===== src/rtl/iter_divider.sv =====
// RV32M-style iterative divider: one restoring step per cycle, 33-cycle latency.
// Define DIV_FASTPATH_EN to let divide-by-zero and signed overflow finish in one cycle.
module iter_divider #(
  parameter int WIDTH = 32
) (
  input  logic             clk,
  input  logic             rst,
  input  logic             start,
  input  logic [1:0]       op,
  input  logic [WIDTH-1:0] Din1,
  input  logic [WIDTH-1:0] Din2,
  input  logic             flush,
  output logic             busy,
  output logic             done,
  output logic [WIDTH-1:0] Dout,
  output logic [1:0]       o_dbg_state
);

  // Handshake: start/op/Din1/Din2 are taken only in IDLE (flush low); done is a
  // one-cycle strobe with Dout valid, and Dout holds until the next done.
  localparam int DW = 2 * WIDTH;

  typedef enum logic [1:0] {
    S_IDLE = 2'd0,
    S_CALC = 2'd1,
    S_DONE = 2'd2
  } state_t;

  state_t           r_state;
  state_t           w_next;
  logic [DW-1:0]    r_acc;
  logic [WIDTH-1:0] r_divisor;
  logic [5:0]       r_cnt;
  logic             r_qsign;
  logic             r_rsign;
  logic             r_div_zero;
  logic             r_rem_sel;

  logic             w_signed;
  logic             w_accept;
  logic             w_last;
  logic [WIDTH-1:0] w_a_mag;
  logic [WIDTH-1:0] w_b_mag;
  logic [WIDTH:0]   w_rem_sh;
  logic [WIDTH-1:0] w_sub;
  logic [DW-1:0]    w_step;
  logic [WIDTH-1:0] w_q;
  logic [WIDTH-1:0] w_r;
  logic [WIDTH-1:0] w_result;

  assign w_signed = ~op[0];
  assign w_a_mag  = (w_signed && Din1[WIDTH-1]) ? -Din1 : Din1;
  assign w_b_mag  = (w_signed && Din2[WIDTH-1]) ? -Din2 : Din2;
  assign w_accept = (r_state == S_IDLE) && start && !flush;
  assign w_last   = (r_cnt == 6'(WIDTH - 1));

`ifdef DIV_FASTPATH_EN
  logic             w_fast;
  logic [WIDTH-1:0] w_fast_res;

  assign w_fast = (Din2 == '0) ||
                  (w_signed && (Din1 == {1'b1, {(WIDTH-1){1'b0}}}) && (Din2 == '1));
  // Overflow quotient equals the dividend (most negative value).
  assign w_fast_res = (Din2 == '0) ? (op[1] ? Din1 : '1) : (op[1] ? '0 : Din1);
`endif

  // Shifted partial remainder carries one extra bit so the compare is exact.
  assign w_rem_sh = r_acc[DW-1:WIDTH-1];
  assign w_sub    = w_rem_sh[WIDTH-1:0] - r_divisor;

  always_comb begin
    w_step = {w_rem_sh[WIDTH-1:0], r_acc[WIDTH-2:0], 1'b0};
    if (w_rem_sh >= {1'b0, r_divisor}) begin
      w_step = {w_sub, r_acc[WIDTH-2:0], 1'b1};
    end
  end

  assign w_q = w_step[WIDTH-1:0];
  assign w_r = w_step[DW-1:WIDTH];

  // A zero divisor keeps the all-ones quotient regardless of operand signs.
  always_comb begin
    w_result = w_q;
    if (r_rem_sel) begin
      w_result = r_rsign ? -w_r : w_r;
    end else if (r_qsign && !r_div_zero) begin
      w_result = -w_q;
    end
  end

  always_comb begin
    w_next = r_state;
    case (r_state)
      S_IDLE: begin
        if (start) begin
`ifdef DIV_FASTPATH_EN
          w_next = w_fast ? S_DONE : S_CALC;
`else
          w_next = S_CALC;
`endif
        end
      end
      S_CALC:  if (w_last) w_next = S_DONE;
      S_DONE:  w_next = S_IDLE;
      default: w_next = S_IDLE;
    endcase
    if (flush) begin
      w_next = S_IDLE;
    end
  end

  always_ff @(posedge clk) begin
    if (rst) begin
      r_state <= S_IDLE;
    end else begin
      r_state <= w_next;
    end
  end

  always_ff @(posedge clk) begin
    if (rst) begin
      r_acc      <= '0;
      r_divisor  <= '0;
      r_cnt      <= '0;
      r_qsign    <= 1'b0;
      r_rsign    <= 1'b0;
      r_div_zero <= 1'b0;
      r_rem_sel  <= 1'b0;
      Dout       <= '0;
    end else if (w_accept) begin
      r_acc      <= {{WIDTH{1'b0}}, w_a_mag};
      r_divisor  <= w_b_mag;
      r_cnt      <= '0;
      r_qsign    <= w_signed & (Din1[WIDTH-1] ^ Din2[WIDTH-1]);
      r_rsign    <= w_signed & Din1[WIDTH-1];
      r_div_zero <= (Din2 == '0);
      r_rem_sel  <= op[1];
`ifdef DIV_FASTPATH_EN
      if (w_fast) begin
        Dout <= w_fast_res;
      end
`endif
    end else if ((r_state == S_CALC) && !flush) begin
      r_acc <= w_step;
      r_cnt <= r_cnt + 6'd1;
      if (w_last) begin
        Dout <= w_result;
      end
    end
  end

  assign busy        = (r_state != S_IDLE);
  assign done        = (r_state == S_DONE);
  assign o_dbg_state = r_state;

endmodule


===== config.mk =====
export PLATFORM = sky130hd
export DESIGN_NAME = iter_divider
export DESIGN_NICKNAME = d
export VERILOG_FILES = /design/src/rtl/iter_divider.sv
export SDC_FILE = /design/constraint.sdc
export NUM_CORES = 1
export LEC_CHECK = 0
export BUFFER_PORTS_ARGS = -buffer_cell sky130_fd_sc_hd__buf_2
export CAP_MARGIN = 25
export CORE_MARGIN = 3
export CORE_UTILIZATION = 40
export DETAILED_ROUTE_END_ITERATION = 6
export PLACE_DENSITY_LB_ADDON = 0.3
export REMOVE_ABC_BUFFERS = 1
export SLEW_MARGIN = 10
export SYNTH_ARGS = -nofsm -noshare
export SYNTH_HDL_FRONTEND = slang
export SYNTH_SLANG_ARGS = --single-unit

===== constraint.sdc =====
create_clock -name clk -period 9.4 [get_ports clk]
set_input_delay 1.41 -clock clk [delete_from_list [all_inputs] [get_ports clk]]
set_output_delay 1.41 -clock clk [all_outputs]
set_load 0.01 [all_outputs]

* Yosys cells after proc, flatten, opt, wreduce, memory -nomap -nowiden
Cells that the tools add are included.
** Storage, ports and cells
- Logic and storage cells :: 54
- Input port bits :: 70
- Flip-flop bits (word level) :: 140
** Operators by class
- Magnitude comparators :: 1
- Reductions and logical operators :: 16
- Eq/ne operators :: 5
- Bitwise logic cells :: 5
- Muxes and demuxes :: 11
- $add $sub $neg :: 6
** Operator list (count)
- 2-to-1 mux 32 bit :: 7
- negation 32 bit :: 4
- 2-to-1 mux 64 bit :: 1
- >= comparator 33 x 32 -> 1 bit :: 1
- zero test 32 bit :: 1
- subtractor 32 bit :: 1
- adder 6 x 1 -> 6 bit (second input constant) :: 1
- equality test 6 x 5 -> 1 bit (second input constant) :: 1
- logical AND 1 bit :: 6
- 2-to-1 mux 2 bit :: 2
- != test 2 bit (second input constant) :: 2
- one-hot mux 2 bit (2 select lines) :: 1
- nonzero test 2 bit :: 2
- OR reduction 2 bit :: 2
- AND reduction 3 bit :: 1
- AND 1 bit :: 2
- equality test 2 x 1 -> 1 bit (second input constant) :: 1
- equality test 2 bit (second input constant) :: 1
- zero test 1 bit :: 2
- zero test 2 bit :: 1
- NOT 1 bit :: 2
- AND reduction 2 bit :: 1
- XOR 1 bit :: 1

* Longest topological paths before layout
- Word-level depth :: 5
- Gate-level depth with buffers :: 24
- Mapped depth without buffers :: 20

* Least setup slack after synthesis
OpenSTA, ideal clock, no wires.
- Path type :: register to register
- From :: register r_acc[31]
- To :: register Dout[28]
- Arrival time :: 5.141 ns
- Path slack :: 4.158 ns
- Cell stages (with the launch flop) :: 21
- Period minus slack after synthesis :: 5.242 ns
- Data required time :: 9.299 ns
- Cell sequence :: dfxtp_1 -> inv_1 -> ha_1 -> nand2b_1 -> a211oi_4 -> o211a_1 -> o31ai_2 -> a2111o_1 -> nand2_2 -> buf_2 -> buf_1 -> mux2i_1 -> ha_1 -> nand2_1 -> or2_2 -> nand2b_1 -> or4b_1 -> o41a_1 -> or4_1 -> o2bb2ai_1 -> o41ai_1
** Between the ends
- Word-level cells in the longest chain between the ends :: 5
- Elaborated cells on any way between the ends :: 8
- Classes of those cells :: 3 x add/sub; 1 x order compare; 4 x mux
** Ends and longest elaborated chain
- from (decl) :: line 31 : logic [DW-1:0] r_acc;
- from (signal assigned) :: line 131 : r_acc <= {{WIDTH{1'b0}}, w_a_mag};
- from (signal assigned) :: line 144 : r_acc <= w_step;
- subtractor 32 bit or >= comparator 33 x 32 -> 1 bit (tied branches) :: line 69, 73
- 2-to-1 mux 64 bit (*) :: line 73 : if (w_rem_sh >= {1'b0, r_divisor}) begin
- negation 32 bit, on equally long branches :: line 85, 87
- 2-to-1 mux 32 bit, on equally long branches :: line 85, 86
- 2-to-1 mux 32 bit (*) :: line 84 : if (r_rem_sel) begin
- to (signal assigned) :: line 147 : Dout <= w_result;
- to (decl) :: line 15 : output logic [WIDTH-1:0] Dout,
Every way passes the cells marked *; elsewhere a longest branch is shown, timed or not.
A chain may end at the register's enable or synchronous reset.

* Worst setup path after layout
- From :: register r_acc[37]
- To :: register Dout[30]
The elaborated chain is that of the path after synthesis.

==> results.cfg <==
[status]
status = completed

[place]
place_area_um2 = 11600
dp_slack_ns = 4.03
routabilityCongestion = 0.913
port_buffers = 105
dp_hpwl_mm = 24.8
dp.cells = 1848

[pwr]
irDropWorstVdd_mv = 0.100
power.density_nw_per_um2 = 165
p_total_mw = 2.02
p_leak_nw = 4.67

[critical_path]
critPathMostFrequentCell = ha_1
critPathLaunchType = flip-flop
startpoint = r_acc[37]
crit_chain = ha_1 -> a21oi_1 -> o21ai_1 -> and2_1 -> o31ai_2 -> a2111o_1 -> nand2_2 -> buf_4 -> inv_2 -> ha_1 -> nor2b_1 -> and3_1 -> nand2_1 -> o21ai_0 -> xor2_1 -> a221oi_1 -> nand3_1 -> a211oi_1
critPathTopFamily = compound AO/OA/AOI/OAI gates
endpoint = Dout[30]
critPathKind = reg -> reg
required_ns = 9.74
end_kind = flip-flop
crit_buf_inv = 2
rr_endpoint = Dout[30]
reg2reg_depth = 18
slowest_delay_ns = 0.52
r2r_slack_ns = 3.89
cp_num_cells = 18
cp_max_fo = 45
r2r_start = r_acc[37]
cp_slowest_cell = a2111o_1
arrival_ns = 5.85

[yosys]
yosys.area.top_type = dfxtp_1
synth_cells = 1487
synth.top_cell.area_share = 0.257
synthTopCellsByArea = dfxtp_1 26%, nor2_1 7.3%, nand2_1 5.6%
ys_seq_elements = 140
avgSynthCellArea_um2 = 7.33
synth_cell_type_count = 79
async_reset_ff_frac = 0
synth_edf_count = 0
yosysSeqAreaShare = 0.257
yosys_most_used_dff = dfxtp_1
ys_warn_count = 0
synth_area_um2 = 10900

[timing]
fin_crit_ns = 5.51
worstMarginPinSlew_ns = 0.986
rsz0062_at_grt = no
max_freq_mhz = 181
fin_skew_ns = 0.0116
slew_violations = 0
period_share = 0.586
slew_headroom = 0.342
setup_viol = 0
finalHoldViolCount = 0
setup_tns_ns = 0
hold_slack_ns = 0.460
worst_slack_ns = 3.89

[die]
io_pins = 106
die_h_um = 171
rows = 59
die_area_um2 = 29300
core-area_um2 = 26400
die_w_um = 171
initial_core_util = 0.413

[cts]
cts_made_buffers = 17
cts_hold_buffers = 0
htreeDepth = 4
clk_latency_ns = 0.43
clock_path_buffers = 2
cts_tree = built
cts_setup_buffers = 0
root_buffer = clkbuf_16
cts_resized = 0
clk_pin_slew_worst_paths_ns = 0.06
clock-sinks = 140

[routing]
vias = 10983
routed_wl_mm = 33.1
drt-initial-drc-count = 824
ant_nets = 0
drcViolationCount = 0
wl_per_cell_um = 17.6
viasPerCell = 5.84
drtPass1Iterations = 6

[min_path]
hold_path_class = reg -> reg

[layout]
final_design_area_no_fill_um2 = 12200
final_common_cell = nor2_1
syn_to_final_growth_pct = 12.3
final_cell_mix = 213 x nor2_1, 162 x nand2_1, 140 x dfxtp_1, 105 x a21oi_1, 104 x buf_2
drive_gt1_frac = 0.116
fin_cells = 1881
diodes = 0
fin_nets = 1641
final_util = 0.463

[grt]
grt_pass1_wl_mm = 53.4
antenna_found_initial = 1
grt_pass1_vias = 10427
grt_max_degree = 79
grt_overflow_total = 0
grt_usage = 0.223

[flow_run]
max_cap_viol_count = 0
-- synth_stat cells, drive strengths merged (4+ instances only) --
library cell,n
nor2,214
nand2,163
dfxtp,140
a21oi,106
clkbuf,80
a211oi,76
xor2,69
o21ai,65
xnor2,64
inv,55
nor3,45
ha,37
a311oi,35
mux2i,27
o31ai,23
or3,19
nand4,17
nand3,16
buf,14
nand2b,14
nor4,14
o21a,14
a21o,13
a31oi,12
nor2b,12
o211ai,11
o41ai,11
or4,11
and3,8
and2,7
a211o,6
a22oi,6
mux2,6
o31a,6
a221oi,5
o22ai,5
or2,5
nand3b,4
o2111ai,4
o21bai,4
-- flip-flops by register name, indices dropped and copies added (netlist names) --
signal and count:
o_dbg_state 2, r_rem_sel 1, Dout 32, r_cnt 6
r_qsign 1, r_acc 64, r_div_zero 1, r_rsign 1
r_divisor 32
-- kinds of logic after synthesis --
kind of cell | count (synthesis) | share of synthesized area
AND/OR/NAND/NOR | 563 | 0.236
multiplexers | 35 | 0.0351
buffers and inverters | 151 | 0.0531
AO/OA/AOI/OAI | 427 | 0.268
XOR/XNOR | 133 | 0.107
flip-flops | 140 | 0.257
adder cells (fa/ha/maj) | 38 | 0.0443
-- worst min path at each step --
stage / end / from / depth (start not counted) / slack, ns
2_1_floorplan: r_divisor[31] / r_divisor[31] / 2 / 0.43
3_3_place_gp: Dout[2] / Dout[2] / 2 / 0.44
3_5_place_dp: Dout[2] / Dout[2] / 2 / 0.44
4_1_cts: Dout[2] / Dout[2] / 2 / 0.46
5_1_grt: r_divisor[31] / r_divisor[31] / 2 / 0.49
6_report: r_divisor[31] / r_divisor[31] / 2 / 0.46
-- worst register-to-register path, stage by stage, from the launching register on --
cell	delay [ns]
dfxtp_1	0.35
ha_1	0.43
a21oi_1	0.31
o21ai_1	0.15
and2_1	0.22
o31ai_2	0.32
a2111o_1	0.52
nand2_2	0.22
buf_4	0.38
inv_2	0.47
ha_1	0.26
nor2b_1	0.40
and3_1	0.29
nand2_1	0.10
o21ai_0	0.21
xor2_1	0.10
a221oi_1	0.29
nand3_1	0.13
a211oi_1	0.26
-- cell type report --
cell class              count  area [um^2]
well taps                 335          419
flip-flops and latches    140         2800
inverters                  57          214
clock buffers              18          439
multi-input cells        1196         7540
clock inverters            14          160
repair buffers            121          676
fillers                  2681        14200
-- routing by layer --
layer | vias to the layer above | track usage | routed length [um]
li1 | 5484 | - | -
met1 | 5193 | 0.300 | 15400
met2 | 265 | 0.380 | 15700
met3 | 41 | 0.0312 | 1420
met4 | 0 | 0.0532 | 561
met5 | - | 0 | 0
-- power breakdown --
group,total [mW],switching [mW],internal (mW),leakage (nW)
registers,0.646,0.0269,0.619,1.14
logic,0.684,0.435,0.249,3.25
clock network,0.692,0.289,0.403,0.286
(Power assumes the default switching activity.)
